==> src/rtl/ghost_pkg.sv <==
// Shared types and constants for the ghost mode scheduler.
// Mode/state enums, timer width, capture scoring constants.
package ghost_pkg;

  typedef enum logic [1:0] {
    SCATTER    = 2'd0,
    CHASE      = 2'd1,
    FRIGHTENED = 2'd2
  } ghost_mode_t;

  typedef enum logic [1:0] {
    S_IDLE   = 2'd0,
    S_SCHED  = 2'd1,
    S_FRIGHT = 2'd2
  } sched_state_t;

  localparam int          TW          = 12;
  localparam logic [10:0] BASE_POINTS = 11'd200;
  localparam logic [2:0]  LAST_PHASE  = 3'd7;

  function automatic ghost_mode_t phase_mode(
    input logic [2:0] p
  );
    return p[0] ? CHASE : SCATTER;
  endfunction

endpackage

==> src/rtl/ghost_mode_scheduler_if.sv <==
// Game-side bundle of the ghost mode scheduler.
// master: game/testbench side; slave: scheduler side.
interface ghost_mode_scheduler_if;
  logic        frameTick;
  logic        initGame;
  logic        playGame;
  logic [3:0]  level;
  logic        powerPellet;
  logic        ghostEaten;
  logic [1:0]  ghostMode;
  logic        modeChange;
  logic        frightFlash;
  logic        pointsValid;
  logic [10:0] ghostPoints;

  modport master (
    output frameTick, initGame, playGame,
    output level, powerPellet, ghostEaten,
    input  ghostMode, modeChange, frightFlash,
    input  pointsValid, ghostPoints
  );

  modport slave (
    input  frameTick, initGame, playGame,
    input  level, powerPellet, ghostEaten,
    output ghostMode, modeChange, frightFlash,
    output pointsValid, ghostPoints
  );
endinterface

==> src/rtl/ghost_mode_scheduler_timer.sv <==
// mode_timer: loadable down-counter; load beats tick.
// Ports: clk, reset, i_load, i_val, i_tick, o_count, o_zero.
module mode_timer #(
  parameter int W = 12
) (
  input  logic         clk,
  input  logic         reset,
  input  logic         i_load,
  input  logic [W-1:0] i_val,
  input  logic         i_tick,
  output logic [W-1:0] o_count,
  output logic         o_zero
);

  logic [W-1:0] r_count;

  always_ff @(posedge clk or posedge reset) begin
    if (reset) begin
      r_count <= '0;
    end else if (i_load) begin
      r_count <= i_val;
    end else if (i_tick && r_count != '0) begin
      r_count <= r_count - 1'b1;
    end
  end

  assign o_count = r_count;
  assign o_zero  = (r_count == '0);

endmodule

==> src/rtl/ghost_mode_scheduler.sv <==
// Ghost global mode sequencer: scatter/chase schedule,
// frightened override, capture scoring.
// Ports: clk, reset (async, active high), bus (slave):
//   in : frameTick initGame playGame level powerPellet
//        ghostEaten
//   out: ghostMode modeChange frightFlash pointsValid
//        ghostPoints (all registered)
module ghost_mode_scheduler
  import ghost_pkg::*;
#(
  parameter int SCATTER_FRAMES = 420,
  parameter int CHASE_FRAMES   = 1200,
  parameter int FRIGHT_FRAMES  = 360,
  parameter int FRIGHT_STEP    = 30,
  parameter int FLASH_FRAMES   = 120
) (
  input  logic                   clk,
  input  logic                   reset,
  ghost_mode_scheduler_if.slave  bus
);

  sched_state_t r_state, nx_state;
  logic [2:0]   r_phase, nx_phase;
  logic [1:0]   r_eat, nx_eat;
  ghost_mode_t  r_mode, nx_mode;
  logic         r_flash, nx_flash;
  logic         r_mc, nx_mc;
  logic         r_pv, nx_pv;
  logic [10:0]  r_pts, nx_pts;

  logic          w_run;
  logic [TW-1:0] w_fstep, w_flen;
  logic [2:0]    w_phase_nxt;
  logic          w_s_load, w_f_load;
  logic [TW-1:0] w_s_val, w_f_val;
  logic          w_s_tick, w_f_tick;
  logic [TW-1:0] w_s_cnt, w_f_cnt;
  logic          w_s_zero, w_f_zero;
  logic          w_s_exp, w_f_exp;

  function automatic logic [TW-1:0] sched_len(
    input logic [2:0] p,
    input logic [3:0] lv
  );
    if (p == LAST_PHASE) return '0;
    if (p[0]) return TW'(CHASE_FRAMES);
    return (lv < 4'd2) ? TW'(SCATTER_FRAMES)
                       : TW'(SCATTER_FRAMES / 2);
  endfunction

  assign w_run   = bus.playGame && !bus.initGame;
  assign w_fstep = TW'(bus.level) * TW'(FRIGHT_STEP);
  assign w_flen  = (w_fstep >= TW'(FRIGHT_FRAMES)) ? '0
                 : TW'(FRIGHT_FRAMES) - w_fstep;

  assign w_phase_nxt = (r_phase == LAST_PHASE) ? r_phase
                     : r_phase + 3'd1;

  // A zero count means "no timer" (phase 7) in SCHED.
  assign w_s_tick = w_run && bus.frameTick && !w_s_zero
                 && (r_state == S_SCHED);
  // A pellet in FRIGHT takes the cycle; its tick is dropped.
  assign w_f_tick = w_run && bus.frameTick && !w_f_zero
                 && (r_state == S_FRIGHT) && !bus.powerPellet;

  assign w_s_exp = w_s_tick && (w_s_cnt == TW'(1));
  assign w_f_exp = w_f_tick && (w_f_cnt == TW'(1));

  mode_timer #(.W(TW)) u_sched_tmr (
    .clk     (clk),
    .reset   (reset),
    .i_load  (w_s_load),
    .i_val   (w_s_val),
    .i_tick  (w_s_tick),
    .o_count (w_s_cnt),
    .o_zero  (w_s_zero)
  );

  mode_timer #(.W(TW)) u_fright_tmr (
    .clk     (clk),
    .reset   (reset),
    .i_load  (w_f_load),
    .i_val   (w_f_val),
    .i_tick  (w_f_tick),
    .o_count (w_f_cnt),
    .o_zero  (w_f_zero)
  );

  always_ff @(posedge clk or posedge reset) begin
    if (reset) begin
      r_state <= S_IDLE;
      r_phase <= '0;
      r_eat   <= '0;
      r_mode  <= SCATTER;
      r_flash <= 1'b0;
      r_mc    <= 1'b0;
      r_pv    <= 1'b0;
      r_pts   <= '0;
    end else begin
      r_state <= nx_state;
      r_phase <= nx_phase;
      r_eat   <= nx_eat;
      r_mode  <= nx_mode;
      r_flash <= nx_flash;
      r_mc    <= nx_mc;
      r_pv    <= nx_pv;
      r_pts   <= nx_pts;
    end
  end

  always_comb begin
    nx_state = r_state;
    nx_phase = r_phase;
    nx_eat   = r_eat;
    nx_mode  = r_mode;
    nx_flash = r_flash;
    nx_mc    = 1'b0;
    nx_pv    = 1'b0;
    nx_pts   = r_pts;
    w_s_load = 1'b0;
    w_s_val  = '0;
    w_f_load = 1'b0;
    w_f_val  = '0;
    if (bus.initGame) begin
      nx_state = S_IDLE;
      nx_phase = '0;
      nx_eat   = '0;
      nx_mode  = SCATTER;
      nx_flash = 1'b0;
      w_s_load = 1'b1;
      w_f_load = 1'b1;
    end else if (bus.playGame) begin
      unique case (r_state)
        S_IDLE: begin
          nx_state = S_SCHED;
          w_s_load = 1'b1;
          w_s_val  = sched_len(r_phase, bus.level);
        end
        S_SCHED: begin
          if (w_s_exp) begin
            nx_phase = w_phase_nxt;
            nx_mode  = phase_mode(w_phase_nxt);
            nx_mc    = 1'b1;
            w_s_load = 1'b1;
            w_s_val  = sched_len(w_phase_nxt, bus.level);
          end
          // Expiry and pellet together still give one pulse.
          if (bus.powerPellet) begin
            nx_mc = 1'b1;
            if (w_flen != '0) begin
              nx_state = S_FRIGHT;
              nx_mode  = FRIGHTENED;
              nx_eat   = '0;
              nx_flash = (w_flen <= TW'(FLASH_FRAMES));
              w_f_load = 1'b1;
              w_f_val  = w_flen;
            end
          end
        end
        S_FRIGHT: begin
          if (bus.powerPellet) begin
            if (w_flen != '0) begin
              nx_eat   = '0;
              nx_flash = (w_flen <= TW'(FLASH_FRAMES));
              w_f_load = 1'b1;
              w_f_val  = w_flen;
            end
          end else begin
            if (bus.ghostEaten) begin
              nx_pts = BASE_POINTS << r_eat;
              nx_pv  = 1'b1;
              if (r_eat != 2'd3) nx_eat = r_eat + 2'd1;
            end
            if (w_f_exp) begin
              nx_state = S_SCHED;
              nx_mode  = phase_mode(r_phase);
              nx_flash = 1'b0;
            end else if (w_f_tick) begin
              nx_flash = (w_f_cnt - TW'(1))
                      <= TW'(FLASH_FRAMES);
            end
          end
        end
        default: nx_state = S_IDLE;
      endcase
    end
  end

  assign bus.ghostMode   = r_mode;
  assign bus.modeChange  = r_mc;
  assign bus.frightFlash = r_flash;
  assign bus.pointsValid = r_pv;
  assign bus.ghostPoints = r_pts;

endmodule
==> src/flat_wrapper.sv <==
// flat-port wrapper written by rule: the top's interface ports become plain ports
module ghost_mode_scheduler_flat import ghost_pkg::*;
#(
  parameter int SCATTER_FRAMES = 420,
  parameter int CHASE_FRAMES   = 1200,
  parameter int FRIGHT_FRAMES  = 360,
  parameter int FRIGHT_STEP    = 30,
  parameter int FLASH_FRAMES   = 120
)
  (clk, reset, bus_frameTick, bus_initGame, bus_playGame, bus_level, bus_powerPellet, bus_ghostEaten, bus_ghostMode, bus_modeChange, bus_frightFlash, bus_pointsValid, bus_ghostPoints);
  ghost_mode_scheduler_if bus_i ();
  input  logic clk;
  input  logic reset;
  input wire logic [$bits(bus_i.frameTick)-1:0] bus_frameTick;
  input wire logic [$bits(bus_i.initGame)-1:0] bus_initGame;
  input wire logic [$bits(bus_i.playGame)-1:0] bus_playGame;
  input wire logic [$bits(bus_i.level)-1:0] bus_level;
  input wire logic [$bits(bus_i.powerPellet)-1:0] bus_powerPellet;
  input wire logic [$bits(bus_i.ghostEaten)-1:0] bus_ghostEaten;
  output wire logic [$bits(bus_i.ghostMode)-1:0] bus_ghostMode;
  output wire logic [$bits(bus_i.modeChange)-1:0] bus_modeChange;
  output wire logic [$bits(bus_i.frightFlash)-1:0] bus_frightFlash;
  output wire logic [$bits(bus_i.pointsValid)-1:0] bus_pointsValid;
  output wire logic [$bits(bus_i.ghostPoints)-1:0] bus_ghostPoints;
  assign bus_i.frameTick = bus_frameTick;
  assign bus_i.initGame = bus_initGame;
  assign bus_i.playGame = bus_playGame;
  assign bus_i.level = bus_level;
  assign bus_i.powerPellet = bus_powerPellet;
  assign bus_i.ghostEaten = bus_ghostEaten;
  assign bus_ghostMode = bus_i.ghostMode;
  assign bus_modeChange = bus_i.modeChange;
  assign bus_frightFlash = bus_i.frightFlash;
  assign bus_pointsValid = bus_i.pointsValid;
  assign bus_ghostPoints = bus_i.ghostPoints;
  ghost_mode_scheduler #(.SCATTER_FRAMES(SCATTER_FRAMES), .CHASE_FRAMES(CHASE_FRAMES), .FRIGHT_FRAMES(FRIGHT_FRAMES), .FRIGHT_STEP(FRIGHT_STEP), .FLASH_FRAMES(FLASH_FRAMES)) u_core (.clk(clk), .reset(reset), .bus(bus_i));
endmodule
==> config.mk <==
export PLATFORM = sky130hd
export DESIGN_NAME = ghost_mode_scheduler_flat
export DESIGN_NICKNAME = d
export VERILOG_FILES = /design/src/rtl/ghost_pkg.sv /design/src/rtl/ghost_mode_scheduler_if.sv /design/src/rtl/ghost_mode_scheduler_timer.sv /design/src/rtl/ghost_mode_scheduler.sv /design/src/flat_wrapper.sv
export SDC_FILE = /design/constraint.sdc
export NUM_CORES = 1
export LEC_CHECK = 0
export ABC_AREA = 1
export CORE_MARGIN = 3
export CORE_UTILIZATION = 35
export DETAILED_ROUTE_END_ITERATION = 6
export PLACE_DENSITY = 0.57
export SYNTH_ARGS = -nofsm -noshare
export SYNTH_HDL_FRONTEND = slang
export SYNTH_HIERARCHICAL = 1
export SYNTH_SLANG_ARGS = --single-unit
export TNS_END_PERCENT = 20
==> constraint.sdc <==
create_clock -name clk -period 5.7 [get_ports clk]
set_input_delay 0.855 -clock clk [delete_from_list [all_inputs] [get_ports clk]]
set_output_delay 0.855 -clock clk [all_outputs]
set_load 0.01 [all_outputs]
* Word-level counts from Yosys, hierarchy flattened
Cells that the tools add are included.
Storage, ports and cells: register bits after elaboration 47, bits in latches 0, bits in writable memories 0, bits in read-only memories 0, logic and storage cells 170, memories 0
Cells by class: add/subtract/negate cells 5, $mul 1, div/mod/pow operators 0, $lt $le $gt $ge 4, eq/ne operators 14, shift operators 1, multiplexer cells 99, bitwise logic cells 2, reduce and logical (&&, ||, !) cells 34
Operators by type and width (number):
- two-way mux 12 bit | 21
- two-way mux 1 bit | 46
- two-way mux 2 bit | 20
- nonzero test 12 bit | 3
- equality test 12 x 1 -> 1 bit, second input constant | 2
- <= comparator 12 x 7 -> 1 bit, second input constant | 2
- zero test 12 bit | 2
- one-hot mux 12 bit (2 select lines) | 1
- subtractor 12 x 1 -> 12 bit, second input constant | 2
- two-way mux 3 bit | 5
- AND reduction 5 bit | 3
- logical AND 1 bit | 11
- << shifter 8 x 2 -> 11 bit, first input constant | 1
- nonzero test 2 bit | 5
- subtractor 9 x 9 -> 10 bit, first input constant | 1
- >= comparator 9 bit, second input constant | 1
- two-way mux 9 bit | 1
- != test 3 bit, second input constant | 3
- multiplier 4 x 4 -> 8 bit, second input constant | 1
- != test 4 bit, second input constant | 2
- one-hot mux 2 bit (2 select lines) | 2
- AND reduction 4 bit | 2
- equality test 3 bit, second input constant | 2
- one-hot mux 2 bit (3 select lines) | 1
- 15 further kinds | 20

* Logic depth before layout (Yosys ltp)
word-level depth 22, mapped depth 25, mapped depth without buffers 23

* By module
The synthesis kept the hierarchy.
By module, submodules not included:
- ghost_mode_scheduler | times used 1, cells each 344, area each 2368.5 µm², seq. area each 500.5 µm²
- mode_timer | times used 2, cells each 141, area each 919.6 µm², seq. area each 300.3 µm²

* Worst setup path before layout
No wires, ideal clock.
path kind input-to-reg, start point input bus_level[0], end point register u_core.u_fright_tmr.r_count[0], in the netlist u_core/u_fright_tmr/o_count[0], setup time 0.074 ns, arrival 4.141 ns, path slack 1.485 ns, stages on the path 23, buffers on the path 3, cells stage by stage fa_1 > fa_1 > fa_1 > inv_1 > nand2_2 > nand2_2 > inv_2 > nand2_2 > o21ai_1 > nand2_1 > nand2_2 > nand2_2 > buf_6 > o21ai_2 > nand3_4 > nand4_2 > nand2_1 > buf_4 > clkinv_1 > nand2_4 > buf_6 > nand2_2 > o21ai_2
On the way: longest elaborated chain between the ends 10, elaborated cells on any way between the ends 17, those cells by class add/sub (1); mul (1); order compare (1); mux (12); reduce/logical (2)
RTL lines:
- from (decl) | RTL line flat_wrapper.sv:17 | input wire logic [$bits(bus_i.level)-1:0] bus_level;
- multiplier 4 x 4 -> 8 bit (*) | RTL line ghost_mode_scheduler.sv:52 | assign w_fstep = TW'(bus.level) * TW'(FRIGHT_STEP);
- subtractor 9 x 9 -> 10 bit / >= comparator 9 bit (equally long branches) | RTL line ghost_mode_scheduler.sv:54, ghost_mode_scheduler.sv:53
- two-way mux 12 bit (*) | RTL line ghost_mode_scheduler.sv:53 | assign w_flen = (w_fstep >= TW'(FRIGHT_FRAMES)) ? '0
- nonzero test 12 bit (*) | RTL line ghost_mode_scheduler.sv:150, ghost_mode_scheduler.sv:162
- two-way mux 1 bit (*) | RTL line ghost_mode_scheduler.sv:150, ghost_mode_scheduler.sv:162
- two-way mux 1 bit (*) | RTL line ghost_mode_scheduler.sv:148 | if (bus.powerPellet) begin
- two-way mux 1 bit (*)
- two-way mux 1 bit (*) | RTL line ghost_mode_scheduler.sv:132 | end else if (bus.playGame) begin
- two-way mux 1 bit (*) | RTL line ghost_mode_scheduler.sv:124 | if (bus.initGame) begin
- named net u_core.w_f_load | RTL line ghost_mode_scheduler.sv:34 | logic w_s_load, w_f_load;
- two-way mux 12 bit / nonzero test 2 bit (equally long branches)
- to (signal assigned) | RTL line ghost_mode_scheduler_timer.sv:21 | r_count <= i_val;
- to (signal assigned) | RTL line ghost_mode_scheduler_timer.sv:23 | r_count <= r_count - 1'b1;
- to (decl) | RTL line ghost_mode_scheduler_timer.sv:15 | logic [W-1:0] r_count;
Mark *: on every way through the listed nets, which the timed path passes. The rest lies on a longest branch. A chain may end at the register's enable or synchronous reset.

* Final worst setup path
start point input bus_level[2], end point register u_core.u_fright_tmr.r_count[6], in the netlist u_core/u_fright_tmr/o_count[6]
The elaborated chain is that of the path after synthesis.

==> PnR_summary.wiki <==
{| class="wikitable"
! Metric !! Value
|-
| Synth area leaders || sky130_fd_sc_hd__dfrtp_1 26%, sky130_fd_sc_hd__nand2_1 18%, sky130_fd_sc_hd__ha_1 8.3%
|-
| Required time of the critical path || 5.88 ns
|-
| Wire length of the first global-routing pass || 17310 um
|-
| Vias after detailed routing || about 3900
|-
| Finished layout cell area || 0.004718 mm2
|-
| Final clock period utilization by the worst path || a little under nine tenths
|-
| Ordered list of cells on the worst path || clkdlybuf4s50_1 -> fa_1 -> fa_1 -> fa_1 -> inv_1 -> nand2_2 -> nand2_2 -> inv_2 -> nand2_2 -> o21ai_1 -> nand2_1 -> nand2_2 -> nand2_2 -> o21ai_2 -> nand3_4 -> nand4_2 -> nand2_1 -> clkinv_1 -> nand2_4 -> inv_1 -> nand2_1 -> nand2_1
|-
| Cell at the root of the clock tree || sky130_fd_sc_hd__clkbuf_16
|-
| Longest Clk Path Bufs || 2
|-
| Library cell occupying the most area in the post-synthesis netlist || sky130_fd_sc_hd__dfrtp_1
|-
| Clock insertion delay at the later pin of the skew report || 0.29 ns
|-
| Width of the chip || 115.6 um
|-
| Count of state elements after synthesis || 44
|-
| Average routed wire per standard cell || 12.43 um
|-
| I/O pin count || 27
|-
| Placement row count || 39
|-
| Fraction of registers with async set or reset after synthesis || 100.0%
|-
| CTS clock-pin slew for the worst setup and hold paths || about 0.060 ns
|-
| CTS tree || yes
|-
| Deepest level of the CTS H-tree || 2
|-
| Detailed Route Iter0 Violations || 261
|-
| Vias per std cell || between 4 and 5
|-
| Prevailing post-synth register cell || sky130_fd_sc_hd__dfrtp_1
|-
| Total Routed Length || 9867 um
|-
| Largest delay share family, worst path || adder cells
|-
| Final number of setup-violating endpoints || 0
|-
| Total setup buffers inserted after CTS || 0
|-
| Count of hold buffers inserted by post-cts repair || 0
|-
| Number of enable flip-flop cells after synthesis || 0
|-
| Worst Path Max Fanout || 12
|-
| Placer congestion estimate || 0.8594
|-
| Setup repair after global routing missed its margin || no
|-
| Quantity of gates resized following cts || 0
|-
| Total die area || 0.01337 mm2
|-
| Leading cell type in the layout, fill and taps excluded || sky130_fd_sc_hd__nand2_1
|-
| Share of final-layout standard cells stronger than drive strength 1 || 11.06%
|-
| Layout Skew || 0.008144 ns
|-
| Peak per-stage delay on the critical path || 0.62 ns
|-
| Number of violations of the max-capacitance limit || 0
|-
| Slew of the pin with the lowest slew margin || 0.8106 ns
|-
| Cells after synthesis || 626
|-
| Relative max-transition margin || 45.90%
|-
| Count of endpoints failing hold in the final timing report || 0
|-
| Run status || completed
|-
| Number of warnings issued by yosys || 6
|-
| CTS Buf Count || 5
|-
| Initial standard-cell utilization of the core || 36.38%
|-
| Sequential area share after synthesis || around a quarter
|-
| Count of buffer and inverter cells on the critical path || 5
|-
| Global Route Usage Sum || 15.92%
|-
| Largest net degree at the start of global routing || 21
|-
| Kind of end point of the critical path || flip-flop
|-
| Number of global-route vias before repair || 3761
|-
| Top achievable clock speed || 0.2032 GHz
|-
| Pins Over Slew Limit || 0
|-
| DRT Pass-1 Iters || 5
|-
| Cell type of the slowest stage on the worst timing path || sky130_fd_sc_hd__clkdlybuf4s50_1
|-
| Net count, final || 694
|-
| Worst vdd ir || 0.1091 mV
|-
| Top cell type's share of synthesized area || 26.17%
|-
| Arrival time at the worst endpoint || 5.10 ns
|-
| Power Dens Cells || 401.3 mW/mm2
|-
| Cell area after synthesis || approximately 0.0042 mm2
|-
| Crit Path Category || input pin to flip-flop
|-
| Mean area per synthesized cell || 6.722 um2
|-
| Synthesis-to-layout area growth || 12.13%
|-
| Antenna Nets Post-Route || 0
|-
| Placement-stage cell area || 0.004546 mm2
|-
| Total Neg Setup Slack || 0 ns
|-
| Die height || 115.6 um
|-
| Leading cell types in the layout, fill and taps excluded || 197 x sky130_fd_sc_hd__nand2_1, 81 x sky130_fd_sc_hd__inv_1, 59 x sky130_fd_sc_hd__nor2_1, 57 x sky130_fd_sc_hd__nand3_1, 44 x sky130_fd_sc_hd__dfrtp_1
|-
| Antenna cell count || 0
|-
| Kind of start point of the critical path || input pin
|-
| DP Wirelength || between 7000 and 8000 um
|-
| LEAKAGE || 2.441 nW
|-
| Total gr overflow || 0
|-
| Post-layout minimum cycle time || between 4 and 5 ns
|-
| Placeable core region || 0.01156 mm2
|-
| Clock sink total || 44
|-
| Initial antenna violation count || 0
|-
| DRC violations left || 0
|-
| IO Port Bufs || 23
|-
| Most common cell type on the critical path || sky130_fd_sc_hd__nand2_2
|-
| Synth cell types || between 40 and 50
|-
| Class of the tightest hold or removal check || flip-flop to flip-flop
|}
-- Yosys cell counts, types with 2 or more instances --
cell type and n:
sky130_fd_sc_hd__a21oi_1 9, sky130_fd_sc_hd__nor3_1 8, sky130_fd_sc_hd__buf_4 6, sky130_fd_sc_hd__nor2_1 59, sky130_fd_sc_hd__nand2_4 8, sky130_fd_sc_hd__buf_2 2
sky130_fd_sc_hd__clkbuf_1 2, sky130_fd_sc_hd__a211oi_1 2, sky130_fd_sc_hd__buf_6 4, sky130_fd_sc_hd__o21ai_2 9, sky130_fd_sc_hd__fa_1 5, sky130_fd_sc_hd__inv_2 4
sky130_fd_sc_hd__clkinv_1 2, sky130_fd_sc_hd__nand3_1 57, sky130_fd_sc_hd__nor2_2 11, sky130_fd_sc_hd__xor2_1 7, sky130_fd_sc_hd__nand3b_1 2, sky130_fd_sc_hd__a22oi_1 2
sky130_fd_sc_hd__o21ai_0 17, sky130_fd_sc_hd__nor4_1 2, sky130_fd_sc_hd__dfrtp_1 44, sky130_fd_sc_hd__o21ai_1 5, sky130_fd_sc_hd__nor3_2 4, sky130_fd_sc_hd__inv_1 81
sky130_fd_sc_hd__ha_1 28, sky130_fd_sc_hd__nor4b_1 2, sky130_fd_sc_hd__nand2_2 16, sky130_fd_sc_hd__xnor2_1 3, sky130_fd_sc_hd__nand4_1 9, sky130_fd_sc_hd__nand2_1 197
sky130_fd_sc_hd__nand3_2 3, sky130_fd_sc_hd__o22ai_1 4
-- report_power, final --
part           internal [W]  switching [W]  total (W)  leakage (nW)
logic              0.000391       0.000666    0.00106          1.77
clock network      0.000208       0.000127   0.000336        0.0840
registers          0.000392       0.000109   0.000500         0.587
total              0.000991       0.000902    0.00189          2.44
-- cell families after synthesis --
family | Yosys count | synth area share, %
and+or+nand+nor | 384 | 42.58
adders and majority gates | 33 | 10.70
buffers and inverters | 102 | 10.44
other | 1 | 0.08912
DFF | 44 | 26.17
xor gates and xnor gates | 10 | 2.082
AOI/OAI and AO/OA | 52 | 7.939
-- path summary, 6_finish.rpt --
kind | from | to | slack (ns) | depth (start not counted)
min | u_core/bus.ghostPoints[3]$_DFFE_PP0P_ | u_core/bus.ghostPoints[3]$_DFFE_PP0P_ | 0.48 | 2
min reg2reg | u_core/bus.ghostPoints[3]$_DFFE_PP0P_ | u_core/bus.ghostPoints[3]$_DFFE_PP0P_ | 0.48 | 2
max | bus_level[2] | u_core/u_fright_tmr/o_count[6]$_DFFE_PP0P_ | 0.78 | 22
max reg2reg | u_core/r_state[1]$_DFFE_PP0P_ | u_core/u_sched_tmr/o_count[4]$_DFFE_PP0P_ | 2.24 | 15
min in group asynchronous | reset | u_core/u_sched_tmr/o_count[1]$_DFFE_PP0P_ | 0.98 | 2
max in group asynchronous | reset | u_core/bus.ghostPoints[5]$_DFFE_PP0P_ | 4.07 | 2
-- layer usage --
layer	vias up	track usage [%]	wire length (um)
met1	1804	20.21	4577
met4	0	5.182	170
met2	65	27.97	4793
met3	11	2.193	326
li1	2021	-	-
met5	-	0	0
-- final cells by class --
type / instances / area [um2]
fillers: 1199 / 6847
multi-input cells: 487 / 2694
flip-flops and latches: 44 / 1101
inverters: 87 / 326.6
repair buffers: 25 / 245.2
well taps: 143 / 178.9
clock buffers: 5 / 125.1
clock inverters: 3 / 47.55
-- worst register-to-register path, cell delays in order, from the launching register on --
cell                       delay [ns]
sky130_fd_sc_hd__dfrtp_1         0.41
sky130_fd_sc_hd__inv_1           0.11
sky130_fd_sc_hd__ha_1            0.20
sky130_fd_sc_hd__inv_1           0.05
sky130_fd_sc_hd__nor2_1          0.21
sky130_fd_sc_hd__nand2_1         0.19
sky130_fd_sc_hd__nor3_2          0.32
sky130_fd_sc_hd__nand3_2         0.26
sky130_fd_sc_hd__nand2_1         0.18
sky130_fd_sc_hd__inv_1           0.07
sky130_fd_sc_hd__nand2_1         0.39
sky130_fd_sc_hd__clkinv_1        0.44
sky130_fd_sc_hd__nand2_4         0.30
sky130_fd_sc_hd__inv_1           0.10
sky130_fd_sc_hd__nand2_1         0.07
sky130_fd_sc_hd__nand2_1         0.05
-- sequential cells by signal, indices dropped and copies added, names as in the netlist --
register	flops
u_core/bus.frightFlash	1
u_core/bus.ghostMode	2
u_core/bus.ghostPoints	8
u_core/bus.modeChange	1
u_core/bus.pointsValid	1
u_core/r_eat	2
u_core/r_phase	3
u_core/r_state	2
u_core/u_fright_tmr/o_count	12
u_core/u_sched_tmr/o_count	12
-- stage by stage --
step / setup slack, ns / util (%) / std cells / power, W / hold slack (ns)
floorplan: 1.485 / - / 633 / 0.001324 / 0.5063
global placement: 0.6348 / 39.31 / 786 / 0.001546 / 0.4596
detailed placement: 0.4525 / 39.31 / 786 / 0.001560 / 0.4674
CTS: 0.7549 / 40.80 / 794 / 0.001906 / 0.4840
global route: 0.4523 / 40.80 / 794 / 0.002089 / 0.5093
finish: 0.7783 / 40.80 / 794 / 0.001894 / 0.4800
Note: power is estimated with default switching activity, not from simulation.
